===== src/rtl/uart_tx_arbiter.sv =====
// Round-robin arbiter sharing one UART_Tx byte transmitter between N_REQ requesters.
// Latches the winner's byte, pulses start, then follows the transmitter's busy flag to frame end.
module uart_tx_arbiter #(
  parameter int N_REQ    = 4,
  parameter int DATA_W   = 8,
  parameter int START_TO = 15
) (
  input  logic                    CLK,
  input  logic                    RST_N,
  input  logic [N_REQ-1:0]        req_i,
  input  logic [N_REQ*DATA_W-1:0] data_i,
  output logic [N_REQ-1:0]        ack_o,
  output logic [N_REQ-1:0]        grant_o,
  output logic                    done_o,
  output logic                    err_o,
  output logic [DATA_W-1:0]       tx_data_o,
  output logic                    tx_start_o,
  input  logic                    tx_busy_i
);

  localparam int PTR_W = (N_REQ > 1) ? $clog2(N_REQ) : 1;
  localparam int CNT_W = $clog2(START_TO + 1);

  typedef enum logic [2:0] {IDLE, LAUNCH, WAIT_HI, WAIT_LO, DONE} state_t;

  state_t             state, state_n;
  logic [PTR_W-1:0]   rr_ptr, rr_n;
  logic [CNT_W-1:0]   to_cnt, cnt_n;
  logic [N_REQ-1:0]   ack_n, grant_n;
  logic               done_n, err_n, start_n;
  logic [DATA_W-1:0]  data_n;
  logic               pick_found;
  logic [PTR_W-1:0]   pick_idx;
  logic [PTR_W:0]     cand;

  // Scan from the requester after the last winner, wrapping, so the last winner ranks lowest.
  always_comb begin
    pick_found = 1'b0;
    pick_idx   = '0;
    cand       = '0;
    for (int i = 1; i <= N_REQ; i++) begin
      cand = {1'b0, rr_ptr} + (PTR_W+1)'(i);
      if (cand >= (PTR_W+1)'(N_REQ))
        cand = cand - (PTR_W+1)'(N_REQ);
      if (!pick_found && req_i[cand[PTR_W-1:0]]) begin
        pick_found = 1'b1;
        pick_idx   = cand[PTR_W-1:0];
      end
    end
  end

  always_comb begin
    state_n = state;
    rr_n    = rr_ptr;
    cnt_n   = to_cnt;
    ack_n   = '0;
    grant_n = grant_o;
    done_n  = 1'b0;
    err_n   = 1'b0;
    start_n = 1'b0;
    data_n  = tx_data_o;
    case (state)
      IDLE: begin
        grant_n = '0;
        if (pick_found && !tx_busy_i) begin
          state_n = LAUNCH;
          grant_n = N_REQ'(1) << pick_idx;
          ack_n   = N_REQ'(1) << pick_idx;
          start_n = 1'b1;
          data_n  = data_i[pick_idx*DATA_W +: DATA_W];
          rr_n    = pick_idx;
        end
      end
      LAUNCH: begin
        state_n = WAIT_HI;
        cnt_n   = '0;
      end
      WAIT_HI: begin
        if (tx_busy_i) begin
          state_n = WAIT_LO;
        end else if (to_cnt == CNT_W'(START_TO - 1)) begin
          // Transmitter never acknowledged the start: the byte is dropped, no retry.
          state_n = IDLE;
          err_n   = 1'b1;
          grant_n = '0;
        end else if (to_cnt < CNT_W'(START_TO)) begin
          cnt_n = to_cnt + 1'b1;
        end
      end
      WAIT_LO: begin
        if (!tx_busy_i) begin
          state_n = DONE;
          done_n  = 1'b1;
        end
      end
      DONE: begin
        state_n = IDLE;
        grant_n = '0;
      end
      default: begin
        state_n = IDLE;
        grant_n = '0;
      end
    endcase
  end

  always_ff @(posedge CLK or negedge RST_N) begin
    if (!RST_N) begin
      state      <= IDLE;
      rr_ptr     <= PTR_W'(N_REQ - 1);
      to_cnt     <= '0;
      ack_o      <= '0;
      grant_o    <= '0;
      done_o     <= 1'b0;
      err_o      <= 1'b0;
      tx_start_o <= 1'b0;
      tx_data_o  <= '0;
    end else begin
      state      <= state_n;
      rr_ptr     <= rr_n;
      to_cnt     <= cnt_n;
      ack_o      <= ack_n;
      grant_o    <= grant_n;
      done_o     <= done_n;
      err_o      <= err_n;
      tx_start_o <= start_n;
      tx_data_o  <= data_n;
    end
  end

endmodule


===== config.mk =====
export PLATFORM = sky130hd
export DESIGN_NAME = uart_tx_arbiter
export DESIGN_NICKNAME = d
export VERILOG_FILES = /design/src/rtl/uart_tx_arbiter.sv
export SDC_FILE = /design/constraint.sdc
export NUM_CORES = 1
export LEC_CHECK = 0
export ABC_AREA = 0
export CAP_MARGIN = 5
export CORE_MARGIN = 2
export CORE_UTILIZATION = 44
export DETAILED_ROUTE_END_ITERATION = 8
export GPL_TIMING_DRIVEN = 0
export PLACE_DENSITY = 0.82
export SLEW_MARGIN = 25
export SYNTH_ARGS = -nofsm -noshare
export SYNTH_HDL_FRONTEND = slang
export SYNTH_SLANG_ARGS = --single-unit

===== constraint.sdc =====
create_clock -name CLK -period 2.77 [get_ports CLK]
set_input_delay 0.831 -clock CLK [delete_from_list [all_inputs] [get_ports CLK]]
set_output_delay 0.831 -clock CLK [all_outputs]
set_load 0.05 [all_outputs]

Word-level counts from Yosys, hierarchy flattened

Cells that the tools add are included.

Word-level logic and storage cells: 97
Input port bits: 39
Output and inout port bits: 19
Register bits: 28

$add $sub $neg: 9
Eq/ne operators: 11
Reductions and logical operators: 15
Order comparisons: 9
Mux-type cells: 41
Shift-type cells: 2
Bitwise gates (word level): 1

Operators with widths:

| cell                | number |
|---|---|
| $shiftx 32x6->8     | 1 |
| $mux 4              | 7 |
| $mux 2              | 8 |
| $mux 1              | 15 |
| $ge 3x3->1 const B  | 4 |
| $lt 2x3->1 const B  | 4 |
| $mux 3              | 4 |
| $ne 2x2->1 const B  | 6 |
| $pmux 3 s4          | 1 |
| $pmux 4 s3          | 1 |
| $bmux 1 s2          | 4 |
| $pmux 4 s2          | 1 |
| $sub 2x1->2 const B | 4 |
| $add 2x2->3 const B | 2 |
| $eq 3x2->1 const B  | 2 |
| $reduce_and 3->1    | 2 |
| $add 4x1->4 const B | 1 |
| $eq 4x4->1 const B  | 1 |
| $logic_and 1x1->1   | 4 |
| $logic_not 1->1     | 4 |
| $lt 4x4->1 const B  | 1 |
| $reduce_and 4->1    | 1 |
| $shl 1x2->4 const A | 1 |
| $add 2x1->3 const B | 1 |
| other kinds (8)     | 8 |

Depth between registers and ports, before layout

Gate-level depths: netlist of the first run.

Word-level depth: 18
Gate-level depth with buffers: 9
Depth with buffers taken out: 7

Worst setup path after synthesis of the first run

OpenSTA, ideal clock, no wires.

Path type: input-to-reg
Start: input req_i[1]
End: register tx_data_o[7]
Data required time: 2642 ps
Buffers on the path: 3
Setup time: 128 ps
Arrival time: 2272 ps
Path slack: 370 ps
Stages on the path: 9
Path through: or4_1 -> buf_4 -> nand2_4 -> inv_2 -> and3_4 -> buf_6 -> buf_6 -> a32oi_1 -> nand3_1

Cells in the longest elaborated chain, start to end: 14
Elaborated cells on any way between the ends: 25
Classes of those cells: shift: 1; mux: 16; reduce/logical: 8

RTL lines:

| what                                                                | RTL line | source |
|---|---|---|
| from (decl)                                                         | 10       | `input logic [N_REQ-1:0] req_i,` |
| parallel branches: the longest is 14 deep, another holds $bmux 1 s2 | --       |  |
| to (signal assigned)                                                | 127      | `tx_data_o <= data_n;` |
| to (decl)                                                           | 16       | `output logic [DATA_W-1:0] tx_data_o,` |

Parallel ways; which one is timed is not known. The select of a mux whose other input is x is not followed.
A chain may end at the register's enable or synchronous reset.

Worst setup path after layout of the first run

Start: input req_i[3]
End: register tx_data_o[7]

Same word-level chain as after synthesis.

==> results of run 1 <==
flip-flops by register name, indices dropped and copies added (netlist names):
register,flops
ack_o,4
done_o,1
err_o,1
grant_o,4
rr_ptr,2
state,3
to_cnt,4
tx_data_o,8
tx_start_o,1
layout make-up:
| cell class | count | area, sq um | area share |
|---|---|---|---|
| plain buffers | 15 | 75.1 | 0.0329 |
| clock buffers | 3 | 22.5 | 0.00988 |
| clock inverters | 1 | 30.0 | 0.0132 |
| inverters | 4 | 15.0 | 0.00659 |
| multi-input cells | 129 | 817 | 0.359 |
| flip-flops and latches | 28 | 703 | 0.309 |
| well taps | 46 | 57.6 | 0.0253 |
| repair buffers | 56 | 558 | 0.245 |
through the flow:
stage	setup WS, ns	utilization
2_1_floorplan	0.370	-
3_3_place_gp	-0.232	0.649
3_5_place_dp	-0.264	0.648
4_1_cts	0.103	0.663
5_1_grt	0.0405	0.667
6_report	0.140	0.667
critical path, cell delays in order:
cell	delay, ns
clkdlybuf4s50_1	0.50
or4_1	0.51
buf_4	0.19
nand2_4	0.08
inv_2	0.05
and3_4	0.16
buf_6	0.13
buf_6	0.14
a32oi_1	0.19
nand3_1	0.09
layer usage:
| layer | up-vias | wire (um) |
|---|---|---|
| met4 | 0 | 52 |
| met1 | 736 | 1850 |
| li1 | 766 | - |
| met2 | 49 | 2010 |
| met5 | - | 0 |
| met3 | 7 | 210 |
cell usage after synthesis:
cell type / n
o21a_1: 2
nor2_1: 9
o21ai_0: 8
a22oi_1: 1
nor3b_1: 2
clkbuf_1: 12
buf_6: 2
nor4b_1: 2
mux2i_1: 9
dfrtp_1: 26
nand2_4: 1
nor3_1: 5
dfstp_2: 2
and3_4: 1
o211ai_1: 1
a21o_1: 3
nor2b_1: 1
inv_1: 3
nand2_1: 7
o22a_1: 1
a32oi_1: 8
nor4_4: 1
nand3_1: 34
a21boi_0: 2
inv_2: 1
ha_1: 2
o41ai_1: 1
a21oi_1: 18
o21ai_1: 1
or4_1: 1
nand3b_1: 1
nand2b_1: 3
buf_4: 1
a31oi_1: 2
xnor2_1: 2
where the power goes:
group,internal [mW],switching (mW)
clock,0.146,0.129
combinational,0.456,0.800
sequential,0.558,0.0979
cells by family after synthesis:
group	after synthesis	synth area share
XOR/XNOR	2	0.0109
AO/OA/AOI/OAI	48	0.189
flip-flops	28	0.439
multiplexers	9	0.0563
AND/OR/NAND/NOR	68	0.232
adder cells (fa/ha/maj)	2	0.0156
buffers and inverters	19	0.0563
worst min path at each step:
| stage | slack (ns) | cells past startpoint | start | end |
|---|---|---|---|---|
| 2_1_floorplan | 0.48 | 2 | rr_ptr[0] | rr_ptr[0] |
| 4_1_cts | 0.49 | 1 | RST_N | tx_data_o[4] |
| 6_report | 0.47 | 1 | RST_N | tx_data_o[4] |
| 3_3_place_gp | 0.46 | 1 | grant_o[2] | grant_o[2] |
| 5_1_grt | 0.51 | 1 | RST_N | tx_data_o[1] |
| 3_5_place_dp | 0.47 | 1 | grant_o[2] | grant_o[2] |
==> results.cfg, run 1 <==
[worst_setup_path]
end_kind = flop
startpoint = req_i[3]
path_class = primary input to flop
r2r_cells = 7
crit_arrival_ns = 2.88
crit_path_max_fanout = 10
crit_end = tx_data_o[7]
r2r-end = tx_data_o[3]
required_ns = 3.02
r2r_start = rr_ptr[1]
worstSetupStartpointType = primary input
reg2reg_slack_ns = 0.41

[global_route]
grt_util_met3 = 0.0352
grt_max_degree = 29
grt_first_pass_wirelength_mm = 6.51
met2_usage = 0.345
busiest_layer = met2
track_usage = 0.201
grt_overflow = 0
antenna_found_initial = 0
met1_usage = 0.261
grt_pass1_vias = 1443

[cts]
post-cts-setup-buffer-count = 0
htreeDepth = 1
insertion_delay_ns = 0.34
cts_hold_buf = 0
cts_made_buffers = 3
tritoncts = built
clk_pin_slew_ns = 0.16
cts_resized = 0
clock_sinks = 28
clockRootBuffer = clkbuf_4
cts_max_path_buffers = 2

[synth]
yosysSeqAreaShare = 0.439
synthTopCellsByArea = dfrtp_1 41%, nand3_1 11%, a21oi_1 5.6%
synth_top_area_frac = 0.407
yosys_warnings = 0
syn-cell-area_sq_um = 1600
yosysTopAreaCell = dfrtp_1
netlist_instances = 176
ys_ff_latch = 28
yosys.cell_types.count = 35
synth.avg_cell_area_sq_um = 9.09
synth_nets = 217

[finish]
layout-drive-gt1-share = 0.0678
layoutNonFillerInstCount = 282
final_common_cell = clkdlybuf4s50_1
area.growth.synth_to_final_pct = 42.4
final_cell_mix = 54 x clkdlybuf4s50_1, 34 x nand3_1, 26 x dfrtp_1
nets = 278
final_area_sq_um = 2280
fill_cells = 297
antenna_cells = 0

[die]
rows = 21
fp.coreArea_sq_um = 3420
initial_core_util = 0.468
dieArea_sq_um = 4140
ioPinCount = 58
die_w_um = 64.3
die_height_um = 64.3

[sta]
slew_headroom = 0.583
tns_ns = 0
fin_hold_ws_ns = 0.474
rsz0062_at_grt = false
fin_crit_sh = 0.950
slew_viol_final = 0
setup_viol = 0
finalHoldViolations = 0
fmax_mhz = 380
worst_pin_slew_ns = 0.626
fin_worst_skew_ns = 0.0110
fin_crit_ns = 2.63

[detailed_routing]
detail-route-antenna-nets = 0
drt-total-wl_mm = 4.12
wl_per_cell_um = 14.6
remaining_drc_errors = 0
drt_iter0_drc = 65
detail_route.vias_per_cell = 5.52
dr.pass1.iters = 4
vias = 1558

[run_status]
status = completed

[power_and_ir_drop]
power_density_nw_per_um2 = 960
total_power_mw = 2.19
irDropWorstVdd_v = 0.000562
power_leakage_nw = 0.940

[placement]
place_area_sq_um = 2210
port_buffers = 56
dp_hpwl_mm = 2.98
dp_cells = 278
gp_congestion = 0.853

[min_path]
min_path_type = primary input to async pin

[run]
maxCapViolations = 0
(Power assumes the default switching activity.)
==> run 2: changes to the inputs <==
Settings changed: CAP_MARGIN 5 to default, CORE_UTILIZATION 44 to 62, DONT_BUFFER_PORTS from default to 1, PLACE_DENSITY 0.82 to 0.81.
==> results.cfg, run 2 (synthesized netlist as in run 1, its figures left out) <==
[cts]
post-cts-setup-buffer-count = 0
htreeDepth = 1
clk_pin_slew_ns = 0.16
cts_max_path_buffers = 2
cts_made_buffers = 3
clock_sinks = 28
clockRootBuffer = clkbuf_4
cts_resized = 0
cts_hold_buf = 0
insertion_delay_ns = 0.34
tritoncts = built

[power_and_ir_drop]
pwr-share-clk = 0.142
power_density_nw_per_um2 = 1150
seqPwrFrac = 0.511
switching_power_mw = 0.983
pwr-share-comb = 0.346
power_leakage_nw = 0.717
total_power_mw = 1.94
irDropWorstVdd_v = 0.000718
switching_share = 0.505
p_int_mw = 0.961

[sta]
slew_viol_final = 0
setup_viol = 0
worst_pin_slew_ns = 0.748
fin_worst_skew_ns = 0.00459
fin_crit_sh = 0.832
finalHoldViolations = 0
fin_crit_ns = 2.31
tns_ns = 0
fmax_mhz = 434
slew_headroom = 0.499
rsz0062_at_grt = false

[detailed_routing]
drt_iter0_drc = 25
dr.pass1.iters = 4
remaining_drc_errors = 0
drt-total-wl_mm = 3.71
detail_route.vias_per_cell = 6.56
vias = 1378
detail-route-antenna-nets = 0
wl_per_cell_um = 17.7

[die]
fp.coreArea_sq_um = 2450
die_height_um = 54.8
rows = 18
initial_core_util = 0.652
dieArea_sq_um = 3000
die_w_um = 54.8
ioPinCount = 58

[worst_setup_path]
cp_common_cell = clkbuf_1
crit_arrival_ns = 2.54
crit_path_max_fanout = 10
path_class = flop to flop
r2r_start = rr_ptr[1]
reg2reg_slack_ns = 0.46
end_kind = flop
r2r-end = tx_data_o[0]
r2r_cells = 7
path_cells = clkbuf_1 -> nand2_1 -> a31oi_1 -> clkbuf_1 -> a21oi_1 -> mux2i_1 -> nand3_1
cpPeakStageDelay_ns = 0.60
worstSetupStartpointType = flop
cp_slowest_cell = a31oi_1
required_ns = 3.00

[finish]
largest_reg_flops = 8
antenna_cells = 0
final_cell_mix = 34 x nand3_1, 26 x dfrtp_1, 18 x a21oi_1
layout-drive-gt1-share = 0.0722
nets = 222
top_register = tx_data_o
area.growth.synth_to_final_pct = 5.63
final_common_cell = nand3_1

[placement]
dp_hpwl_mm = 2.76
gp_congestion = 0.812
port_buffers = 0

[run_status]
status = completed

[global_route]
track_usage = 0.259
grt_pass1_vias = 1255
grt_max_degree = 29
grt_overflow = 0
antenna_found_initial = 0
grt_first_pass_wirelength_mm = 5.55

[run]
maxCapViolations = 0

[min_path]
min_path_type = primary input to async pin
## run 2: final cells by class
cell class / instances / area (sq um)
clock buffers: 3 / 22.5
well taps: 30 / 37.5
fillers: 192 / 764
plain buffers: 15 / 75.1
clock inverters: 1 / 30.0
inverters: 4 / 15.0
multi-input cells: 129 / 807
flip-flops and latches: 28 / 703
## run 2: worst max-delay path, delay by kind of cell (launching register included)
kind	cells	cell delay, ns
DFF	1	0.55
AOI/OAI and AO/OA	2	0.73
buffers and inverters	2	0.59
and+or+nand+nor	2	0.18
muxes	1	0.17
## run 2: worst max-delay path by stage
stage          startpoint  depth (start not counted)            to  slack, ns
2_1_floorplan    req_i[1]                          9  tx_data_o[7]       0.37
3_3_place_gp     req_i[1]                          9  tx_data_o[7]       0.28
3_5_place_dp     req_i[1]                          9  tx_data_o[7]       0.24
4_1_cts         rr_ptr[1]                          7  tx_data_o[0]       0.49
5_1_grt         rr_ptr[1]                          7  tx_data_o[4]       0.30
6_report        rr_ptr[1]                          7  tx_data_o[0]       0.46
## run 2: power by group through the flow
stage | Combinational [mW] | Clock, mW | Sequential (mW)
floorplan | 0.544 | 0 | 0.970
CTS | 0.668 | 0.274 | 0.993
finish | 0.674 | 0.276 | 0.994
detailed placement | 0.668 | 0 | 0.999
global route | 0.756 | 0.296 | 1.01
global placement | 0.629 | 0 | 0.995
## run 2: routing by layer
metal | track usage | part of all wire | vias up
li1 | - | - | 656
met1 | 0.321 | 0.38 | 648
met2 | 0.438 | 0.51 | 68
met3 | 0.0656 | 0.10 | 6
met4 | 0.0792 | 0.0081 | 0
met5 | 0 | 0 | -
## run 2: metrics by stage
stage	setup slack [ns]	area (sq um)	utilization	instances	hold WS, ns
final	0.464	1690	0.689	210	0.156
after global routing	0.299	1690	0.689	210	0.124
after CTS	0.495	1690	0.689	210	0.159
after detailed placement	0.244	1640	0.667	206	0.504
after global placement	0.275	1640	0.667	206	0.490
after floorplan	0.370	1600	-	176	0.476
==> run 3: changes to the inputs <==
Clock period 2.77 ns to 2.38 ns, I/O delays scaled along.
==> results.cfg, run 3 (synthesized netlist as in run 1, its figures left out) <==
[run_status]
status = completed

[global_route]
grt_pass1_vias = 1255
grt_overflow = 0
antenna_found_initial = 0
track_usage = 0.259
grt_max_degree = 29
grt_first_pass_wirelength_mm = 5.55

[placement]
gp_congestion = 0.812
port_buffers = 0
dp_hpwl_mm = 2.76
dp_cells = 206

[sta]
fin_crit_sh = 0.921
worst_pin_slew_ns = 0.625
finalHoldViolations = 0
rsz0062_at_grt = false
tns_ns = 0
fmax_mhz = 456
slew_headroom = 0.581
setup_viol = 0
fin_worst_skew_ns = 0.00238
fin_crit_ns = 2.19
slew_viol_final = 0

[run]
maxCapViolations = 0

[cts]
tritoncts = built
cts_made_buffers = 3
clk_pin_slew_ns = 0.16
htreeDepth = 1
clockRootBuffer = clkbuf_4
insertion_delay_ns = 0.33
post-cts-setup-buffer-count = 0
cts_resized = 0
clock_sinks = 28
cts_max_path_buffers = 2
cts_hold_buf = 0

[power_and_ir_drop]
power_density_nw_per_um2 = 1340
seqPwrFrac = 0.509
switching_share = 0.506
irDropWorstVdd_v = 0.000835
total_power_mw = 2.27
pwr-share-comb = 0.349
pwr-share-clk = 0.142
switching_power_mw = 1.15
p_int_mw = 1.12
power_leakage_nw = 0.720

[die]
dieArea_sq_um = 3000
rows = 18
die_height_um = 54.8
die_w_um = 54.8
initial_core_util = 0.652
fp.coreArea_sq_um = 2450
ioPinCount = 58

[finish]
largest_reg_flops = 8
layout-drive-gt1-share = 0.0833
final_common_cell = nand3_1
nets = 222
fill_cells = 190
final_cell_mix = 34 x nand3_1, 26 x dfrtp_1, 18 x a21oi_1
antenna_cells = 0
area.growth.synth_to_final_pct = 6.10
layoutNonFillerInstCount = 210
top_register = tx_data_o

[worst_setup_path]
crit_path_max_fanout = 10
path_class = flop to flop
path_cells = clkbuf_1 -> nand2_1 -> a31oi_2 -> clkbuf_1 -> a21oi_1 -> mux2i_1 -> nand3_1
cp_slowest_cell = dfstp_2
cpPeakStageDelay_ns = 0.55
crit_arrival_ns = 2.43
r2r_cells = 7
worstSetupStartpointType = flop
cp_common_cell = clkbuf_1
reg2reg_slack_ns = 0.19
required_ns = 2.62
end_kind = flop

[detailed_routing]
drt-total-wl_mm = 3.75
detail_route.vias_per_cell = 6.50
vias = 1366
drt_iter0_drc = 28
wl_per_cell_um = 17.8
remaining_drc_errors = 0
dr.pass1.iters = 4
detail-route-antenna-nets = 0

[min_path]
min_path_type = primary input to async pin
==> run 3: worst max-delay path, delay by kind of cell (launching register included) <==
kind,cells,cell delay (ns)
AO/OA/AOI/OAI,2,0.58
multiplexers,1,0.17
buffers and inverters,2,0.59
flip-flops,1,0.55
AND/OR/NAND/NOR,2,0.22
==> run 3: stage by stage <==
stage / utilization / worst slack (ns) / instance area (sq um) / hold slack [ns]
2_1_floorplan: - / 0.0965 / 1600 / 0.418
3_3_place_gp: 0.667 / 0.00222 / 1640 / 0.419
3_5_place_dp: 0.667 / -0.0294 / 1640 / 0.419
4_1_cts: 0.689 / 0.105 / 1690 / 0.0421
5_1_grt: 0.692 / 0.0570 / 1700 / 0.00678
6_report: 0.692 / 0.188 / 1700 / 0.0408
==> run 3: routing by layer <==
layer / up-vias / GRT usage / part of all wire
met5: - / 0 / 0
met4: 0 / 0.0792 / 0.0096
met3: 6 / 0.0656 / 0.075
met2: 50 / 0.438 / 0.51
met1: 656 / 0.321 / 0.40
li1: 654 / - / -
==> run 3: worst paths after layout <==
check	start	to
worst max-delay path	rr_ptr[1]	tx_data_o[0]
worst min-delay path	RST_N	ack_o[3]
max in group asynchronous	RST_N	rr_ptr[0]
worst min register to register	rr_ptr[0]	rr_ptr[0]
min in group CLK	data_i[27]	tx_data_o[3]
worst max register to register	rr_ptr[1]	tx_data_o[0]
==> run 3: cell type report <==
| type | instances | area, sq um | area share |
|---|---|---|---|
| Inverter | 4 | 15.0 | 0.00884 |
| Clock buffer | 3 | 22.5 | 0.0133 |
| Clock inverter | 1 | 30.0 | 0.0177 |
| Tap cell | 30 | 37.5 | 0.0221 |
| Sequential cell | 28 | 703 | 0.414 |
| Buffer | 15 | 76.3 | 0.0450 |
| Multi-Input combinational cell | 129 | 813 | 0.479 |
==> run 3: power groups by stage <==
stage / Sequential [mW] / Clock, mW / Combinational (mW)
after floorplan: 1.13 / 0 / 0.634
after global routing: 1.18 / 0.344 / 0.887
after CTS: 1.16 / 0.319 / 0.777
after detailed placement: 1.16 / 0 / 0.777
final: 1.16 / 0.322 / 0.793
after global placement: 1.16 / 0 / 0.732
